===== config.mk =====
export PLATFORM = sky130hd
export DESIGN_NAME = g_4and2_qual
export DESIGN_NICKNAME = d
export VERILOG_FILES = /design/src/rtl/g_4and2_qual.sv
export SDC_FILE = /design/constraint.sdc
export NUM_CORES = 1
export LEC_CHECK = 0
export CAP_MARGIN = 20
export CORE_MARGIN = 2
export CORE_UTILIZATION = 52
export DETAILED_ROUTE_END_ITERATION = 7
export GPL_TIMING_DRIVEN = 0
export PLACE_DENSITY = 0.89
export SETUP_SLACK_MARGIN = 0.4
export SYNTH_ARGS = -nofsm -noshare
export SYNTH_HDL_FRONTEND = slang
export SYNTH_SLANG_ARGS = --single-unit
export TNS_END_PERCENT = 100

===== constraint.sdc =====
create_clock -name CK -period 3.9 [get_ports CK]
set_input_delay 0.585 -clock CK [delete_from_list [all_inputs] [get_ports CK]]
set_output_delay 0.585 -clock CK [all_outputs]
set_load 0.1 [all_outputs]

===== src/rtl/g_4and2_qual.sv =====
// -----------------------------------------------------------------------------
// g_4and2_qual
//
// Registered qualifier stage for the four-input AND term
//    Y = ~AN & ~BN & C & D
// The operands are registered first, and the term is evaluated from those
// registered copies. Q asserts only after the term has been true for QUAL_CYC
// consecutive enabled cycles. Q releases only after the term has been false for
// QUAL_CYC consecutive enabled cycles. A one-cycle pulse QP marks each qualified
// rise of Q, and EVT counts these rises (the counter wraps).
//
// Build option:
//    G_4AND2_QUAL_SYNC_EN - when defined, each operand first passes through a
//                           2-flop synchronizer ahead of the input register.
//                           This adds two cycles of latency.
//
// Parameters:
//    QUAL_CYC - consecutive enabled cycles needed to assert or release Q
//               (legal range 1..2**CNT_W)
//    CNT_W    - width of the qualification counter
//    EVT_W    - width of the EVT event counter
//
// Ports:
//    CK   in   clock, rising edge
//    CDN  in   asynchronous active-low clear
//    EN   in   enable for the FSM, the counters and QP
//    CLR  in   synchronous clear of EVT (independent of EN, wins over increment)
//    AN   in   active-low AND operand
//    BN   in   active-low AND operand
//    C    in   active-high AND operand
//    D    in   active-high AND operand
//    Q    out  qualified AND level, registered
//    QP   out  one-cycle pulse on a qualified rise of Q, registered
//    EVT  out  count of qualified rises, EVT_W bits, wraps
// -----------------------------------------------------------------------------
module g_4and2_qual #(
   parameter int QUAL_CYC = 4,
   parameter int CNT_W    = 3,
   parameter int EVT_W    = 8
) (
   input  logic             CK,
   input  logic             CDN,
   input  logic             EN,
   input  logic             CLR,
   input  logic             AN,
   input  logic             BN,
   input  logic             C,
   input  logic             D,
   output logic             Q,
   output logic             QP,
   output logic [EVT_W-1:0] EVT
);

   // Reject an unreachable qualification length at elaboration time.
   generate
      if (QUAL_CYC < 1 || QUAL_CYC > (1 << CNT_W)) begin : g_bad_qual_cyc
         $error("g_4and2_qual: QUAL_CYC must be within 1..2**CNT_W");
      end
   endgenerate

   // The count reaches this value on the cycle before the state flips.
   localparam logic [CNT_W-1:0] LAST_CNT = CNT_W'(QUAL_CYC - 1);

   typedef enum logic [1:0] {
      IDLE   = 2'd0,
      QUAL   = 2'd1,
      ACTIVE = 2'd2,
      DROP   = 2'd3
   } state_t;

   // ---------------------------------------------------------------- inputs
   // Bit order throughout the input stage: {AN, BN, C, D}.
   logic [3:0] raw_in;
   logic [3:0] stage_in;
   logic [3:0] in_reg;

   assign raw_in = {AN, BN, C, D};

   genvar gi;
   generate
      for (gi = 0; gi < 4; gi++) begin : g_in_bit
`ifdef G_4AND2_QUAL_SYNC_EN
         logic sync1_reg;
         logic sync2_reg;

         always_ff @(posedge CK or negedge CDN) begin
            if (!CDN) begin
               sync1_reg <= 1'b0;
               sync2_reg <= 1'b0;
            end else begin
               sync1_reg <= raw_in[gi];
               sync2_reg <= sync1_reg;
            end
         end

         assign stage_in[gi] = sync2_reg;
`else
         assign stage_in[gi] = raw_in[gi];
`endif

         // Capture happens on every edge, whatever the value of EN. This way
         // the term always reflects fresh operands when counting resumes.
         always_ff @(posedge CK or negedge CDN) begin
            if (!CDN) begin
               in_reg[gi] <= 1'b0;
            end else begin
               in_reg[gi] <= stage_in[gi];
            end
         end
      end
   endgenerate

   logic term;
   assign term = ~in_reg[3] & ~in_reg[2] & in_reg[1] & in_reg[0];

   // ------------------------------------------------------------------- FSM
   state_t           state_reg, state_next;
   logic [CNT_W-1:0] cnt_reg, cnt_next;
   logic             rise_next;

   always_comb begin
      state_next = state_reg;
      cnt_next   = cnt_reg;
      rise_next  = 1'b0;
      if (EN) begin
         case (state_reg)
            IDLE: begin
               if (term) begin
                  if (QUAL_CYC == 1) begin
                     state_next = ACTIVE;
                     cnt_next   = '0;
                     rise_next  = 1'b1;
                  end else begin
                     state_next = QUAL;
                     cnt_next   = CNT_W'(1);
                  end
               end
            end
            QUAL: begin
               if (!term) begin
                  state_next = IDLE;
                  cnt_next   = '0;
               end else if (cnt_reg == LAST_CNT) begin
                  state_next = ACTIVE;
                  cnt_next   = '0;
                  rise_next  = 1'b1;
               end else begin
                  cnt_next = cnt_reg + CNT_W'(1);
               end
            end
            ACTIVE: begin
               if (!term) begin
                  if (QUAL_CYC == 1) begin
                     state_next = IDLE;
                     cnt_next   = '0;
                  end else begin
                     state_next = DROP;
                     cnt_next   = CNT_W'(1);
                  end
               end
            end
            DROP: begin
               // A recovery to ACTIVE is not a new event, so no pulse here.
               if (term) begin
                  state_next = ACTIVE;
                  cnt_next   = '0;
               end else if (cnt_reg == LAST_CNT) begin
                  state_next = IDLE;
                  cnt_next   = '0;
               end else begin
                  cnt_next = cnt_reg + CNT_W'(1);
               end
            end
            default: begin
               state_next = IDLE;
               cnt_next   = '0;
            end
         endcase
      end
   end

   logic             q_reg;
   logic             qp_reg;
   logic [EVT_W-1:0] evt_reg;

   always_ff @(posedge CK or negedge CDN) begin
      if (!CDN) begin
         state_reg <= IDLE;
         cnt_reg   <= '0;
         q_reg     <= 1'b0;
         qp_reg    <= 1'b0;
         evt_reg   <= '0;
      end else begin
         state_reg <= state_next;
         cnt_reg   <= cnt_next;
         q_reg     <= (state_next == ACTIVE) || (state_next == DROP);
         // rise_next is already gated by EN, so QP stays low while disabled.
         qp_reg    <= rise_next;
         if (CLR) begin
            evt_reg <= '0;
         end else if (rise_next) begin
            evt_reg <= evt_reg + EVT_W'(1);
         end
      end
   end

   assign Q   = q_reg;
   assign QP  = qp_reg;
   assign EVT = evt_reg;

endmodule


==> results.ini <==
[final_layout]
fillers = 125
layout_commonest_cell = dfrtp_1
drive_above_1_share_pct = 7.45
fin_area_mm2 = 0.00106
final_cell_mix = dfrtp_1 (19), clkdlybuf4s50_1 (16), nor2_1 (8), xnor2_1 (7), o21ai_0 (5)
largest_reg_flops = 8
diodes = 0
layout-area-overhead-vs-synth_pct = 24.1
finalNetCount = 105
final_cells = 110

[setup_path]
path_class = reg2out
cp.depth = 1
r2r_setup_slack_ns = 2.17
r2r-start = cnt_reg[0]$_DFFE_PN0P_
path_cells = clkdlybuf4s50_1
cp.arrival_ns = 1.96
reg2reg_to = EVT[7]$_DFFE_PN0P_
reg2reg_depth = 5
cp_top_family = buffers and inverters
slowest_stage = clkdlybuf4s50_1
crit_path_end_kind = primary output
worstPathRequired_ns = 3.31
worstSetupEndpoint = EVT[0]
crit_start = EVT[0]$_DFFE_PN0P_
slowest_delay_ns = 1.19
cp_max_fo = 6
critPathLaunchType = flip-flop
path_buf_inv = 1

[drt]
wire_per_inst_um = 14.6
met1_length_um = 719
wl_met3_um = 67
drtAntennaViolNets = 0
top_layer = met4
viasPerCell = 5.80
routed_wirelength_mm = 1.61
firstDrtPassIters = 4
wl_met2_um = 769
drc_errors = 0
drtIter0Drc = 7
vias = 638

[die]
coreArea_mm2 = 0.00152
fp.dieW_um = 44.6
rows = 14
die_h_um = 44.6
ios = 18
dieArea_mm2 = 0.00199
start_util_pct = 56.2

[logic_synthesis]
syn_area_um2 = 856
synth.net_count = 84
synth.distinct_cells = 29
syn_inst = 74
synth_seq_area_share_pct = 55.6
ys_warn_count = 0
ys_ff_latch = 19
syn_area_per_cell_um2 = 11.6

[global_routing]
grt_max_degree = 20
grt_pass1_vias = 611
antenna_found_initial = 0
grtUsageTotal_pct = 20.5
grt_pass1_wl_mm = 2.77
overflow = 0

[clock_network]
postCtsSetupRepairBufs = 0
cts-root-buf = clkbuf_4
cts_buffers = 3
ctsResizeCount = 0
tritoncts = done
ctsLongestPathBuffers = 2
hold_buffers = 0
cts.clk_slew.worst_paths_ns = 0.10
worstSkewPairLatency_ns = 0.29
cts_max_level = 1
cts.sinks = 19

[sta]
whs_ns = 0.533
min_period_ns = 2.54
tightest_slew_ns = 0.982
relSlewSlack_pct = 34.3
clock_skew_ns = 0.00349
hold_viol = 0
slew_violations = 0
rsz0062_at_grt = false
setup_violations = 0
fmax_ghz = 0.394
layout_worst_path_cycle_share_pct = 65.1
setup_tns_ns = 0

[placed_design]
place_area_mm2 = 0.00104
gp_congestion = 0.796
port_buffers = 16
dp.cells = 106
dp_hpwl_mm = 1.17

[status]
outcome = completed

[flow_run]
cap_violations = 0

[pwr]
power_density_mw_per_mm2 = 311
power_leakage_nw = 0.436
ir_drop_uv = 274

[min_path]
min_path_type = reg2reg

==> worst min path at each step <==
| stage | from | endpoint | slack [ns] | cells past startpoint |
|---|---|---|---|---|
| after detailed placement | cnt_reg[2]$_DFFE_PN0P_ | cnt_reg[2]$_DFFE_PN0P_ | 0.52 | 1 |
| after global routing | cnt_reg[1]$_DFFE_PN0P_ | cnt_reg[1]$_DFFE_PN0P_ | 0.57 | 1 |
| after global placement | cnt_reg[2]$_DFFE_PN0P_ | cnt_reg[2]$_DFFE_PN0P_ | 0.49 | 1 |
| after CTS | cnt_reg[2]$_DFFE_PN0P_ | cnt_reg[2]$_DFFE_PN0P_ | 0.54 | 1 |
| after floorplan | CDN | EVT[0]$_DFFE_PN0P_ | 0.29 | 0 |
| final | cnt_reg[2]$_DFFE_PN0P_ | cnt_reg[2]$_DFFE_PN0P_ | 0.53 | 1 |
==> routing by layer <==
metal / vias to the layer above / GRT usage, %
met5: - / 0
met1: 313 / 25.5
met3: 4 / 4.90
li1: 306 / -
met2: 15 / 31.0
met4: 0 / 14.5
==> synth_stat cells (all sizes together) <==
cell | count | area, um^2
nor2b | 1 | 6.26
o211ai | 1 | 7.51
ha | 2 | 25.0
nor4 | 5 | 37.5
nand4b | 1 | 23.8
nand2b | 2 | 12.5
dfrtp | 19 | 475
nor3b | 1 | 7.51
nor3 | 1 | 10.0
mux2i | 1 | 10.0
buf | 2 | 8.75
a22o | 1 | 8.76
inv | 1 | 3.75
nand4bb | 1 | 11.3
nor4b | 1 | 8.76
nand3b | 2 | 15.0
o21a | 1 | 7.51
nand3 | 3 | 15.0
mux2 | 1 | 11.3
clkbuf | 1 | 3.75
nand4 | 1 | 6.26
and3 | 1 | 6.26
a21oi | 2 | 10.0
nor2 | 8 | 30.0
o21ai | 5 | 25.0
xnor2 | 7 | 61.3
nand2 | 2 | 7.51
==> per-stage QoR <==
stage | utilization, % | setup slack (ns) | total power, mW
after global placement | 68.0 | 1.64 | 0.234
after global routing | 69.7 | 1.30 | 0.348
after detailed placement | 68.0 | 1.64 | 0.237
after floorplan | - | 1.91 | 0.222
final | 69.7 | 1.36 | 0.330
after CTS | 69.7 | 1.35 | 0.334
==> power breakdown <==
part / leakage [nW] / switching (mW) / internal (mW) / total [mW]
clock network: 0.0150 / 0.0580 / 0.0398 / 0.0978
registers: 0.253 / 0.00534 / 0.203 / 0.209
logic: 0.168 / 0.0130 / 0.0107 / 0.0238
total: 0.436 / 0.0764 / 0.254 / 0.330
==> kinds of logic (layout without fill, tap and decap cells) <==
family | after synthesis | after routing | synth area share [%]
adder cells (fa/ha/maj) | 2 | 2 | 2.92
multiplexers | 2 | 2 | 2.49
AND/OR/NAND/NOR | 30 | 30 | 23.1
flip-flops | 19 | 19 | 55.6
XOR/XNOR | 7 | 7 | 7.16
buffers and inverters | 4 | 24 | 1.90
AO/OA/AOI/OAI | 10 | 10 | 6.87
==> final cells by class <==
class	instances	area [um^2]	share of cell area [%]
Timing Repair Buffer	16	160	15.1
Clock buffer	4	26.3	2.47
Tap cell	16	20.0	1.88
Multi-Input combinational cell	51	364	34.3
Inverter	1	3.75	0.353
Buffer	3	12.5	1.18
Sequential cell	19	475	44.8
Note: power is estimated with default switching activity, not from simulation.
